<file path="src/rtl/wordcount_read_scheduler.sv">
// AR-side scheduler for the wordcount m00 read path: splits a beat count into bursts,
// bounds the number of outstanding bursts and reports completion once every rlast returns.
module wordcount_read_scheduler #(
    parameter int unsigned C_M_AXI_ADDR_WIDTH = 64,
    parameter int unsigned C_M_AXI_DATA_WIDTH = 512,
    parameter int unsigned C_MAX_BURST_LEN    = 64,
    parameter int unsigned C_MAX_OUTSTANDING  = 4
) (
    input  logic                          ap_clk,
    input  logic                          ap_rst,
    input  logic                          ap_start,
    output logic                          ap_idle,
    output logic                          ap_done,
    input  logic [31:0]                   command,
    input  logic [31:0]                   data_num,
    input  logic [63:0]                   axi00_ptr0,
    output logic [31:0]                   cmd_q,
    output logic                          m00_axi_arvalid,
    input  logic                          m00_axi_arready,
    output logic [C_M_AXI_ADDR_WIDTH-1:0] m00_axi_araddr,
    output logic [7:0]                    m00_axi_arlen,
    input  logic                          m00_axi_rvalid,
    input  logic                          m00_axi_rready,
    input  logic                          m00_axi_rlast,
    output logic [31:0]                   beats_rcvd,
    output logic                          err_rlast
);

    localparam int unsigned AW           = C_M_AXI_ADDR_WIDTH;
    localparam int unsigned BytesPerBeat = C_M_AXI_DATA_WIDTH / 8;
    localparam int unsigned OutW         = $clog2(C_MAX_OUTSTANDING + 1);
    localparam logic [OutW-1:0] MaxOut   = OutW'(C_MAX_OUTSTANDING);
    localparam logic [31:0] MaxBurst     = 32'(C_MAX_BURST_LEN);
    localparam logic [7:0] MaxArlen      = 8'(C_MAX_BURST_LEN - 1);

    typedef enum logic [1:0] {
        StIdle,
        StIssue,
        StDrain,
        StDone
    } state_t;

    state_t            state_q, state_d;
    logic [31:0]       remaining_q, remaining_d;
    logic [AW-1:0]     addr_q, addr_d;
    logic [OutW-1:0]   outstanding_q, outstanding_d;
    logic              arvalid_q, arvalid_d;
    logic [AW-1:0]     araddr_q, araddr_d;
    logic [7:0]        arlen_q, arlen_d;
    logic [31:0]       cmd_latched_q, cmd_latched_d;
    logic [31:0]       beats_q, beats_d;
    logic              err_q, err_d;

    logic              r_beat;
    logic              r_last;
    logic              ar_hs;
    logic              dec;
    logic [8:0]        burst_beats;
    logic [AW-1:0]     burst_bytes;
    logic [31:0]       remaining_after;
    logic [AW-1:0]     addr_after;
    logic [7:0]        next_arlen;

    assign r_beat      = (state_q != StIdle) && m00_axi_rvalid && m00_axi_rready;
    assign r_last      = r_beat && m00_axi_rlast;
    assign ar_hs       = arvalid_q && m00_axi_arready;
    // An rlast with nothing outstanding is flagged, never allowed to underflow the counter.
    assign dec         = r_last && (outstanding_q != '0);
    assign burst_beats = {1'b0, arlen_q} + 9'd1;
    assign burst_bytes = AW'(burst_beats) * AW'(BytesPerBeat);

    always_comb begin
        remaining_after = remaining_q;
        addr_after      = addr_q;
        if (ar_hs) begin
            remaining_after = remaining_q - 32'(burst_beats);
            addr_after      = addr_q + burst_bytes;
        end
    end

    always_comb begin
        next_arlen = MaxArlen;
        if (remaining_after <= MaxBurst) begin
            next_arlen = 8'(remaining_after - 32'd1);
        end
    end

    always_comb begin
        outstanding_d = outstanding_q;
        if (ar_hs && !dec) begin
            outstanding_d = outstanding_q + OutW'(1);
        end else if (!ar_hs && dec) begin
            outstanding_d = outstanding_q - OutW'(1);
        end
    end

    always_comb begin
        state_d       = state_q;
        remaining_d   = remaining_q;
        addr_d        = addr_q;
        arvalid_d     = arvalid_q;
        araddr_d      = araddr_q;
        arlen_d       = arlen_q;
        cmd_latched_d = cmd_latched_q;
        beats_d       = r_beat ? beats_q + 32'd1 : beats_q;
        err_d         = err_q | (r_last && (outstanding_q == '0));

        unique case (state_q)
            StIdle: begin
                arvalid_d = 1'b0;
                if (ap_start) begin
                    cmd_latched_d = command;
                    remaining_d   = data_num;
                    addr_d        = AW'(axi00_ptr0);
                    beats_d       = '0;
                    err_d         = 1'b0;
                    state_d       = (data_num == '0) ? StDone : StIssue;
                end
            end
            StIssue: begin
                remaining_d = remaining_after;
                addr_d      = addr_after;
                if (remaining_after == '0) begin
                    arvalid_d = 1'b0;
                    state_d   = StDrain;
                end else if (!arvalid_q || ar_hs) begin
                    // A presented burst is held until accepted; only load a new one when free.
                    arvalid_d = (outstanding_d < MaxOut);
                    if (outstanding_d < MaxOut) begin
                        araddr_d = addr_after;
                        arlen_d  = next_arlen;
                    end
                end
            end
            StDrain: begin
                arvalid_d = 1'b0;
                if (outstanding_d == '0) begin
                    state_d = StDone;
                end
            end
            StDone: begin
                arvalid_d = 1'b0;
                state_d   = StIdle;
            end
            default: begin
                state_d = StIdle;
            end
        endcase
    end

    always_ff @(posedge ap_clk) begin
        if (ap_rst) begin
            state_q       <= StIdle;
            remaining_q   <= '0;
            addr_q        <= '0;
            outstanding_q <= '0;
            arvalid_q     <= 1'b0;
            araddr_q      <= '0;
            arlen_q       <= '0;
            cmd_latched_q <= '0;
            beats_q       <= '0;
            err_q         <= 1'b0;
        end else begin
            state_q       <= state_d;
            remaining_q   <= remaining_d;
            addr_q        <= addr_d;
            outstanding_q <= outstanding_d;
            arvalid_q     <= arvalid_d;
            araddr_q      <= araddr_d;
            arlen_q       <= arlen_d;
            cmd_latched_q <= cmd_latched_d;
            beats_q       <= beats_d;
            err_q         <= err_d;
        end
    end

    assign ap_idle         = (state_q == StIdle);
    assign ap_done         = (state_q == StDone);
    assign cmd_q           = cmd_latched_q;
    assign m00_axi_arvalid = arvalid_q;
    assign m00_axi_araddr  = araddr_q;
    assign m00_axi_arlen   = arlen_q;
    assign beats_rcvd      = beats_q;
    assign err_rlast       = err_q;

endmodule

</file>
<file path="config.mk">
export PLATFORM = sky130hd
export DESIGN_NAME = wordcount_read_scheduler
export DESIGN_NICKNAME = d
export VERILOG_FILES = /design/src/rtl/wordcount_read_scheduler.sv
export SDC_FILE = /design/constraint.sdc
export NUM_CORES = 1
export LEC_CHECK = 0
export ABC_AREA = 1
export BUFFER_PORTS_ARGS = -buffer_cell sky130_fd_sc_hd__buf_2
export CORE_MARGIN = 5
export CORE_UTILIZATION = 50
export DETAILED_ROUTE_END_ITERATION = 10
export MAX_ROUTING_LAYER = met4
export PLACE_DENSITY = 0.75
export SLEW_MARGIN = 20
export SYNTH_ARGS = -nofsm -noshare
export SYNTH_HDL_FRONTEND = slang
export SYNTH_SLANG_ARGS = --single-unit
</file>
<file path="constraint.sdc">
create_clock -name ap_clk -period 5.38 [get_ports ap_clk]
set_input_delay 0.807 -clock ap_clk [delete_from_list [all_inputs] [get_ports ap_clk]]
set_output_delay 0.807 -clock ap_clk [all_outputs]
set_load 0.01 [all_outputs]
</file>
==> reports/results.txt <==
WL/cell = 16.2 µm
relative slew slack = 24.5%
Slew Limit Fails = 0
hold slack = 0.472 ns
Setup TNS Final = 0 ns
vias per cell = 5.26
Distinct cells, synth = 48
FILL cells = 2874
final hold viol count = 0
Num CTS Buffers = 28
Max clock buf depth = 3
IO Port Bufs = 274
RSZ-0062 raised after global routing = false
Seq/Total Area, Yosys = 32.7%
Crit path top cell by count = nand2_1
global-route usage over all layers = 28.8%
Die H = 181 µm
CP Cell Sequence = inv_1, nor3_1, nand3_1, nor2_1, nand2_1, xor2_1, ha_1, nand2_1, nand2_1, nand2_1, nand2_1, nor2_2, nand2_1, o21ai_1, nand2_1, nor2_1, nand2_1, nor2_1, nand3_2, nand3_4, buf_4, nand2_1, nand2_1, nor2_1
Detail Route Antenna Nets = 0
Sw Pwr = 0.00457 W
Syn Nets = 2528
Crit. End Element = register
critical path class = register to register
die area = 32800 µm²
pre-CTS WS = 1.19 ns
Core ar. = 28800 µm²
Leak = 8.31 nW
vias in the first global route = 14.6k
CP arrival = 4.72 ns
commonest non-fill, non-tap cell in the layout = nand2_1
H-tree depth = 1
Sw Share = 46.9%
cell area after layout = 17200 µm²
CTS-repair resized insts = 0
CTS tree = built
antenna cells = 0
dpl hpwl = 36000 µm
GPL Wtd Cong = 1.02
vias after detailed routing = 15.7k
cts hold-fix bufs = 0
Die Span X = 181 µm
Iteration-0 DRC Markers = 1279
Worst Path Required = 5.83 ns
Int Power = 0.00518 W
EDFF count, synth = 0
combinational power share = 50.1%
Post-route DRC = 0
Peak VDD IR = 347 µV
Post-Syn Area = 14600 µm²
worst-skew pair later-pin latency = 0.56 ns
Syn Inst Count = 2362
status = complete, no violations
num ports = 275
TritonCTS Sinks = 239
share of layout cells above drive strength 1 = 14.7%
Final period util = 79.4%
number of synthesis warnings = 0
Clock power frac = 21.5%
Post-synth ARST share = 0%
Tmin final = 4.27 ns
initial antenna violation count = 0
share of total power in sequential cells = 28.4%
most frequent cells in the layout = nand2_1 (592), nor2_1 (428), inv_1 (289)
Worst Skew = 0.0103 ns
CTS root buf = clkbuf_16
PwrDens = 566 nW/µm²
Hold Crit Class = register to register
post-synthesis register bit count = 239
worst-path fanout max = 33
Row Count = 62
min setup slack post-route = 1.11 ns
first-pass GRT wire length = 76800 µm
MaxCap Viol Count = 0
final setup fails = 0
Avg Inst Size Synth = 6.19 µm²
Max Fclk = 234 MHz
Initial DRT Pass Iterations = 6
Crit-path slowest cell = buf_4
maximum number of pins on one net before global-route repair = 91
Initial Util = 50.8%
layout overhead on the synthesized area = 17.9%
slowest stage delay, CP = 0.40 ns
dpl cell area = 16200 µm²
Synth Flop Type = dfxtp_1
Worst-path clk slew = 0.06 ns
final net count = 2746
total gr overflow = 0
startpoint types = register
Worst Tran Pin Value = 1.13 ns
Setup Fix Bufs, Post-CTS = 0
Final Power = 0.00975 W
total routed wirelength = 48200 µm
-- synth_stat cells, drive strengths merged, types with 29 or more instances --
master / instances / area, µm²
nand2: 598 / 2260
nor2: 435 / 1650
inv: 295 / 1110
dfxtp: 239 / 4780
a21oi: 140 / 712
o21ai: 123 / 623
nand3: 103 / 541
nand4: 73 / 457
clkbuf: 72 / 270
xor2: 59 / 517
nor3: 43 / 220
o211ai: 35 / 263
buf: 29 / 174
ha: 29 / 363
-- routing by layer --
layer  part of all wire [%]  track usage [%]  wire, µm  vias to the layer above
li1                       -                -         -                     7951
met1                     46             38.7     22200                     7163
met2                     45             46.9     21900                      533
met3                    6.5             3.62      3110                       74
met4                    2.1             5.97      1010                        0
met5                      0                -         0                        -
-- worst paths after layout --
kind,startpoint,endpoint,slack [ns],cells past startpoint
worst min-delay path,addr_q[62]$_SDFFE_PP0P_,addr_q[62]$_SDFFE_PP0P_,0.47,2
worst max-delay path,m00_axi_arlen[0]$_SDFFE_PP0P_,m00_axi_araddr[3]$_SDFFE_PP0P_,1.11,24
worst max register to register,m00_axi_arlen[0]$_SDFFE_PP0P_,m00_axi_araddr[3]$_SDFFE_PP0P_,1.11,24
worst min register to register,addr_q[62]$_SDFFE_PP0P_,addr_q[62]$_SDFFE_PP0P_,0.47,2
-- state kept, by name, indices dropped and copies added, names as in the netlist, 2 cells and up --
signal,flops
beats_rcvd,32
cmd_q,32
outstanding_q,3
m00_axi_araddr,64
m00_axi_arlen,8
remaining_q,32
addr_q,64
state_q,2
-- cell families after synthesis --
family	synth area share, %
mux	0.205
buf+inv	10.7
fa+ha+maj	2.75
compound gates	12.1
simple gates	36.9
flops	32.7
xor+xnor	4.55
-- critical path: cells and delay by family, from the launching register on --
family                     cells  cell delay, ns
and+or+nand+nor               19            2.62
DFF                            1            0.35
adders and majority gates      1            0.37
xor gates and xnor gates       1            0.16
AOI/OAI and AO/OA              1            0.15
buffers and inverters          2            0.50
-- power groups by stage --
stage	Sequential, W	Combinational [W]	Clock (W)
floorplan	0.00281	0.00335	0
global placement	0.00277	0.00475	0
detailed placement	0.00279	0.00481	0
CTS	0.00276	0.00485	0.00213
global route	0.00284	0.00551	0.00220
finish	0.00277	0.00488	0.00210
-- through the flow --
stage                     util (%)  std cells
after floorplan                  -       2362
after global placement        56.3       2934
after detailed placement      56.3       2934
after CTS                     59.9       2986
after global routing          59.9       2986
final                         59.9       2986
-- final cells by class --
| class | count | area (µm²) | share of cell area [%] |
|---|---|---|---|
| Tap cell | 384 | 480 | 2.79 |
| Timing Repair Buffer | 289 | 1510 | 8.75 |
| Inverter | 298 | 1120 | 6.52 |
| Clock buffer | 36 | 761 | 4.41 |
| Sequential cell | 239 | 4780 | 27.8 |
| Multi-Input combinational cell | 1724 | 8310 | 48.2 |
| Clock inverter | 16 | 267 | 1.55 |
Note: power is estimated with default switching activity, not from simulation.
